`src/rtl/angstrom_pkg.sv`:
```
// rtl/angstrom_pkg.sv - shared widths and operand fetch state encoding
package angstrom_pkg;

    localparam int DATA_W_DEF = 8;
    localparam int ADDR_W_DEF = 3;

    typedef enum logic [1:0] {
        IDLE = 2'd0,
        RD_A = 2'd1,
        RD_B = 2'd2,
        HOLD = 2'd3
    } opf_state_t;

endpackage

```
`src/rtl/operand_fetch.sv`:
```
// rtl/operand_fetch.sv - two-operand register file read sequencer (optional OPF_WB_BYPASS_EN)
module operand_fetch
    import angstrom_pkg::*;
#(
    parameter int DATA_W = DATA_W_DEF,
    parameter int ADDR_W = ADDR_W_DEF
) (
    input  logic              clk_i,
    input  logic              rst_ni,
    input  logic              req_i,
    output logic              ready_o,
    input  logic [ADDR_W-1:0] rs_a_i,
    input  logic [ADDR_W-1:0] rs_b_i,
    output logic [ADDR_W-1:0] rf_raddr_o,
    input  logic [DATA_W-1:0] rf_rdata_i,
    input  logic              wb_wen_i,
    input  logic [ADDR_W-1:0] wb_addr_i,
    input  logic [DATA_W-1:0] wb_data_i,
    output logic [DATA_W-1:0] op_a_o,
    output logic [DATA_W-1:0] op_b_o,
    output logic              valid_o,
    input  logic              ack_i
);

    opf_state_t        state, state_nxt;
    logic [ADDR_W-1:0] idx_a, idx_b;
    logic [DATA_W-1:0] cap_data;
    logic              same_idx;

    assign same_idx = (idx_a == idx_b);
    assign ready_o  = (state == IDLE);
    assign valid_o  = (state == HOLD);

`ifdef OPF_WB_BYPASS_EN
    // A write landing on the register being read this cycle wins over the stale array value
    assign cap_data = (wb_wen_i && (wb_addr_i == rf_raddr_o)) ? wb_data_i : rf_rdata_i;
`else
    logic unused_wb;
    assign unused_wb = ^{wb_wen_i, wb_addr_i, wb_data_i};
    assign cap_data  = rf_rdata_i;
`endif

    // State register
    always_ff @(posedge clk_i or negedge rst_ni) begin
        if (!rst_ni) begin
            state <= IDLE;
        end else begin
            state <= state_nxt;
        end
    end

    // Next-state and read address decode; the read port idles at address 0
    always_comb begin
        state_nxt  = state;
        rf_raddr_o = '0;
        case (state)
            IDLE: begin
                if (req_i) begin
                    state_nxt = RD_A;
                end
            end
            RD_A: begin
                rf_raddr_o = idx_a;
                state_nxt  = same_idx ? HOLD : RD_B;
            end
            RD_B: begin
                rf_raddr_o = idx_b;
                state_nxt  = HOLD;
            end
            HOLD: begin
                if (ack_i) begin
                    state_nxt = IDLE;
                end
            end
            default: state_nxt = IDLE;
        endcase
    end

    // Latch source indices when a request is accepted
    always_ff @(posedge clk_i or negedge rst_ni) begin
        if (!rst_ni) begin
            idx_a <= '0;
            idx_b <= '0;
        end else if ((state == IDLE) && req_i) begin
            idx_a <= rs_a_i;
            idx_b <= rs_b_i;
        end
    end

    // Operand capture; equal indices fill both operands from the single RD_A read
    always_ff @(posedge clk_i or negedge rst_ni) begin
        if (!rst_ni) begin
            op_a_o <= '0;
            op_b_o <= '0;
        end else begin
            case (state)
                RD_A: begin
                    op_a_o <= cap_data;
                    if (same_idx) begin
                        op_b_o <= cap_data;
                    end
                end
                RD_B:    op_b_o <= cap_data;
                default: ;
            endcase
        end
    end

endmodule

```
`config.mk`:
```
export PLATFORM = sky130hd
export DESIGN_NAME = operand_fetch
export DESIGN_NICKNAME = d
export VERILOG_FILES = /design/src/rtl/angstrom_pkg.sv /design/src/rtl/operand_fetch.sv
export SDC_FILE = /design/constraint.sdc
export NUM_CORES = 1
export LEC_CHECK = 0
export ABC_AREA = 1
export CORE_UTILIZATION = 40
export DETAILED_ROUTE_END_ITERATION = 8
export GPL_TIMING_DRIVEN = 0
export PLACE_DENSITY = 0.85
export SKIP_CTS_REPAIR_TIMING = 1
export SYNTH_ARGS = -nofsm -noshare
export SYNTH_HDL_FRONTEND = slang
export SYNTH_SLANG_ARGS = --single-unit
```
`constraint.sdc`:
```
create_clock -name clk_i -period 1.7 [get_ports clk_i]
set_input_delay 0.425 -clock clk_i [delete_from_list [all_inputs] [get_ports clk_i]]
set_output_delay 0.425 -clock clk_i [all_outputs]
set_load 0.03 [all_outputs]
```
# --- Word-level counts from Yosys, hierarchy flattened ---
# Cells that the tools add are included.
# Widths: inputs -> output; s select.
word_totals:
  reg_bits: 24
  out_inout_bits: 21
  wordCells: 24
classes:
  n_eq_ne: 7
  mux: 7
  n_reduce_logical: 5
ops:
  columns: ["cell", "count"]
  rows:
  - ["$pmux 8 s2", 1]
  - ["$mux 8", 1]
  - ["$pmux 2 s4", 1]
  - ["$pmux 3 s2", 1]
  - ["$eq 2x2->1 const B", 2]
  - ["$mux 2", 2]
  - ["$ne 2x2->1 const B", 2]
  - ["$reduce_and 2->1", 2]
  - ["$eq 3x3->1", 1]
  - ["$eq 2x1->1 const B", 1]
  - ["$logic_not 2->1", 1]
  - ["$ne 2x1->1 const B", 1]
  - ["$reduce_bool 2->1", 1]
  - ["$logic_and 1x1->1", 1]
  - ["$mux 1", 1]

# --- Logic depth before layout (Yosys ltp) ---
logic_depth:
  word_depth: 3
  mapped_depth: 8
  mapped_depth_nobuf: 8

# --- Worst setup path before layout ---
# OpenSTA, ideal clock, no wires.
synth_path:
  kind: "reg-to-output"
  start: "reg state[1]"
  end: "out rf_raddr_o[1]"
  arrival_ps: 1483
  slack_ps: -208
  path_stages_with_launch: 6
  path_buffers: 1
  cell_sequence: "dfrtp_1 inv_1 ha_1 buf_2 nand2_1 a21oi_1"
synth_via:
  elab_chain_cells: 2
  elab_cells_between_ends: 3
  cone_classes: "2 x eq/ne; 1 x mux"
synth_lines:
  columns: ["element", "line", "text"]
  rows:
  - ["from (decl)", "operand_fetch.sv:25", "opf_state_t state, state_nxt;"]
  - ["from (signal assigned)", "operand_fetch.sv:48", "state <= state_nxt;"]
  - ["$eq 2x2->1 or $eq 2x1->1 (tied branches)", "operand_fetch.sv:56", "case (state)"]
  - ["$pmux 3 s2 (*)", "operand_fetch.sv:56", null]
  - ["to (decl)", "operand_fetch.sv:14", "output logic [ADDR_W-1:0] rf_raddr_o,"]
# Every way passes the cells marked *; elsewhere a longest branch is shown, timed or not.

# --- Final worst setup path ---
layout_path:
  start: "reg state[1]"
  end: "out rf_raddr_o[0]"
# Same word-level chain as after synthesis.

==> Flow_metrics.wiki <==
{| class="wikitable"
! Metric !! Value
|-
| Antenna violations before repair || 0
|-
| GR Overflow Total || 0
|-
| CP required || 1.27 ns
|-
| Floorplan die area || 0.003028 sq mm
|-
| Number of inserted filler cells in the final layout || 216
|-
| Setup WS pre-CTS || -0.7170 ns
|-
| Final worst clock skew || 0.006256 ns
|-
| Violations in the final reports || setup timing
|-
| HP Start || op_a_o[2]
|-
| Slowest stage cell on the critical path || sky130_fd_sc_hd__dfrtp_1
|-
| Crit path max-delay family || flip-flops
|-
| Mean cell area of the mapped netlist || 8.332 sq um
|-
| Sequential fraction of the synthesis area || 0.5339
|-
| Slew @ Worst Pin || 1.087 ns
|-
| Max-slew violation count || 0
|-
| Cell at the root of the clock tree || sky130_fd_sc_hd__clkbuf_4
|-
| Wirelength, routed || 2772 um
|-
| Routed wire per std cell || 13.01 um
|-
| Via density || 5.000
|-
| Path type of the worst setup path || reg2out
|-
| Setup WS post-layout || -0.2311 ns
|-
| Maximum clock path buffer count || 2
|-
| Register-to-register setup slack || 0.23 ns
|-
| Worst path cell trace || inv_2 > ha_4 > buf_8 > nand2_4 > a21oi_2 > buf_6
|-
| Worst endpoint data arrival time || 1.51 ns
|-
| Total negative slack for setup checks || -0.7055 ns
|-
| Critical R2R Capture || op_b_o[4]
|-
| Hold Path Stages || 2
|-
| Post-route core utilization || 0.6706
|-
| Launching element type of the critical path || register
|-
| Via count of the first global-routing pass || 991
|-
| Post-Synth Adder-Cell Area || 0.05562
|-
| Power density of the placed cells || 2155 mW/mm^2
|-
| Height of the die || 55.03 um
|-
| Number of standard-cell rows in the floorplan || 18
|-
| Number of top-level pins || 51
|-
| Number of remaining DRC errors || 0
|-
| Type of the most critical hold path || reg2reg
|-
| First-pass GRT wire length || 4119 um
|-
| Synth Area in XOR/XNOR || 0
|-
| Clock tree from TritonCTS || yes
|-
| Post-layout nets || 220
|-
| Endpoint, Worst Hold || op_a_o[2]
|-
| GRT Overall Usage || 0.1935
|-
| Final-report setup violation count || 4
|-
| Clock buffers created by TritonCTS || 3
|-
| Longest individual stage delay on the worst path || 0.44 ns
|-
| Clk_lat worst skew || 0.30 ns
|-
| Worst r2r path cells || 9
|-
| Max transition margin || 0.2732
|-
| Origin of the critical flop-to-flop path || state[0]
|-
| Summed instance area of the synthesized netlist || 0.001125 sq mm
|-
| Iteration-0 DRC count of the detailed router || 41
|-
| Reg clk slew, reported paths || 0.12 ns
|-
| Critical path fanouts, max || 4
|-
| Total of warnings raised by yosys || 0
|-
| Clk sinks || 24
|-
| Maximum VDD drop || 0.001301 V
|-
| Outcome || finished with violations
|-
| First-pass detailed-route iteration total || 4
|-
| Core Region || 0.002567 sq mm
|-
| Total of flip-flops plus latches after synthesis || 24
|-
| Time the worst path needs with I/O delays and setup || 1.931 ns
|-
| Final Total Pwr || 3710 uW
|-
| Routed Antenna Nets || 0
|-
| I/O Buffers || 38
|-
| Antenna diode count || 0
|-
| Share of cells above drive strength 1 || 0.2077
|-
| Multiplexer fraction of the synthesized cell area || 0
|-
| Setup repair after global routing missed its margin || yes
|-
| Share of synthesized cell area in and, or, nand and nor gates || 0.2959
|-
| Number of instances in the synthesized netlist || 135
|-
| Routability Congestion || 0.8282
|-
| H-Tree Depth || 1
|-
| Top achievable clock speed || 0.5179 GHz
|-
| Maximum number of pins on one net before global-route repair || 25
|-
| Total of max-cap violations || 0
|-
| Final period utilization || 1.136
|-
| Area fraction in compound gates after synthesis || 0.06229
|-
| Dominant combinational cell family by area after synthesis || simple AND/OR/NAND/NOR gates
|-
| X dimension of the die || 55.03 um
|-
| Count of different cell masters after synthesis || 16
|-
| Lkg Pwr || 0.001025 uW
|-
| Worst setup EP type || output port
|-
| Final hold violation count || 0
|-
| Layout overhead on the synthesized area || 53.06%
|-
| DP HPWL || 1945 um
|-
| Via count || 1,065
|-
| Critical path buffer and inverter count || 3
|-
| Initial core utilization || 0.4381
|-
| Total nets after synthesis || 170
|}
[kinds of logic (layout without fill, tap and decap cells)]
logic type,count (synthesis),count (layout)
adder cells (fa/ha/maj),5,5
AO/OA/AOI/OAI,13,13
flip-flops,24,24
AND/OR/NAND/NOR,78,78
buffers and inverters,15,63
[synth_stat cells]
library cell | count | area, sq um
sky130_fd_sc_hd__nand2_1 | 56 | 210.2
sky130_fd_sc_hd__nand2_2 | 2 | 12.51
sky130_fd_sc_hd__nand2_4 | 2 | 22.52
sky130_fd_sc_hd__o22ai_1 | 1 | 6.260
sky130_fd_sc_hd__a21oi_1 | 9 | 45.04
sky130_fd_sc_hd__ha_1 | 5 | 62.56
sky130_fd_sc_hd__o21ai_2 | 1 | 8.760
sky130_fd_sc_hd__nand3_1 | 8 | 40.04
sky130_fd_sc_hd__o21ai_0 | 2 | 10.01
sky130_fd_sc_hd__nor2_2 | 1 | 6.260
sky130_fd_sc_hd__inv_2 | 2 | 7.510
sky130_fd_sc_hd__buf_2 | 2 | 10.01
sky130_fd_sc_hd__nor2_4 | 1 | 11.26
sky130_fd_sc_hd__nor2_1 | 8 | 30.03
sky130_fd_sc_hd__inv_1 | 11 | 41.29
sky130_fd_sc_hd__dfrtp_1 | 24 | 600.6
[registers in the layout, summed over array words and instances, names as in the netlist]
name	count
idx_b	3
idx_a	3
op_a_o	8
state	2
op_b_o	8
[placed cells by master (no fill, tap or decap)]
cell type,count
sky130_fd_sc_hd__buf_8,1
sky130_fd_sc_hd__clkbuf_2,1
sky130_fd_sc_hd__nand2_4,3
sky130_fd_sc_hd__dfrtp_1,23
sky130_fd_sc_hd__nor2_2,1
sky130_fd_sc_hd__nand2_2,4
sky130_fd_sc_hd__ha_4,2
sky130_fd_sc_hd__clkbuf_4,4
sky130_fd_sc_hd__nor2_1,8
sky130_fd_sc_hd__buf_6,3
sky130_fd_sc_hd__dfrtp_2,1
sky130_fd_sc_hd__a21oi_2,2
sky130_fd_sc_hd__o21ai_2,1
sky130_fd_sc_hd__a21oi_1,6
sky130_fd_sc_hd__clkdlybuf4s50_1,17
sky130_fd_sc_hd__buf_4,7
sky130_fd_sc_hd__o22ai_1,1
sky130_fd_sc_hd__inv_2,5
sky130_fd_sc_hd__nand2_1,53
sky130_fd_sc_hd__o21ai_0,2
sky130_fd_sc_hd__nor2_4,1
sky130_fd_sc_hd__inv_1,8
sky130_fd_sc_hd__nand3_1,8
sky130_fd_sc_hd__ha_1,3
sky130_fd_sc_hd__a21oi_4,1
sky130_fd_sc_hd__buf_2,1
sky130_fd_sc_hd__dlymetal6s2s_1,16
[routing by layer]
| metal | global-route usage | wire length [um] | up-vias |
|---|---|---|---|
| met1 | 0.2297 | 1130 | 497 |
| li1 | - | - | 517 |
| met3 | 0.03005 | 227 | 2 |
| met4 | 0.07500 | 17 | 0 |
| met5 | 0 | 0 | - |
| met2 | 0.3474 | 1396 | 49 |
[worst max path at each step]
stage | startpoint | to | slack [ns] | depth (start not counted)
2_1_floorplan | state[1] | rf_raddr_o[0] | -0.04 | 5
4_1_cts | state[1] | rf_raddr_o[1] | -1.09 | 6
3_3_place_gp | state[1] | rf_raddr_o[1] | -0.68 | 6
3_5_place_dp | state[1] | rf_raddr_o[1] | -0.72 | 6
5_1_grt | state[1] | rf_raddr_o[0] | -0.29 | 6
6_report | state[1] | rf_raddr_o[0] | -0.23 | 6
[tightest hold or removal path, cell delays in order, from the launching register on]
cell                      delay (ns)
sky130_fd_sc_hd__dfrtp_1        0.36
sky130_fd_sc_hd__nand2_1        0.05
sky130_fd_sc_hd__nand2_1        0.05
[where the power goes]
group          switching (uW)  leakage (uW)  total, uW  internal (uW)
Sequential                188      0.000284       1050            858
Clock                     163     0.0000138        245           82.6
Combinational            1460      0.000728       2420            961
[through the flow]
step	hold slack, ns	cell area [sq um]	instances
after detailed placement	0.4581	1562	203
after global routing	0.5171	1722	213
after global placement	0.4554	1562	203
after floorplan	0.1294	1144	135
after CTS	0.4899	1584	206
final	0.4802	1722	213
[layout make-up]
cell class              instances  area [sq um]  share of cell area
clock buffers                   3         22.52             0.01308
well taps                      30         37.54             0.02180
repair buffers                 45         469.2              0.2725
multi-input cells              96         521.8              0.3031
plain buffers                   2         20.02             0.01163
flip-flops and latches         24         601.8              0.3496
inverters                      13         48.80             0.02834
Note: power is estimated with default switching activity, not from simulation.
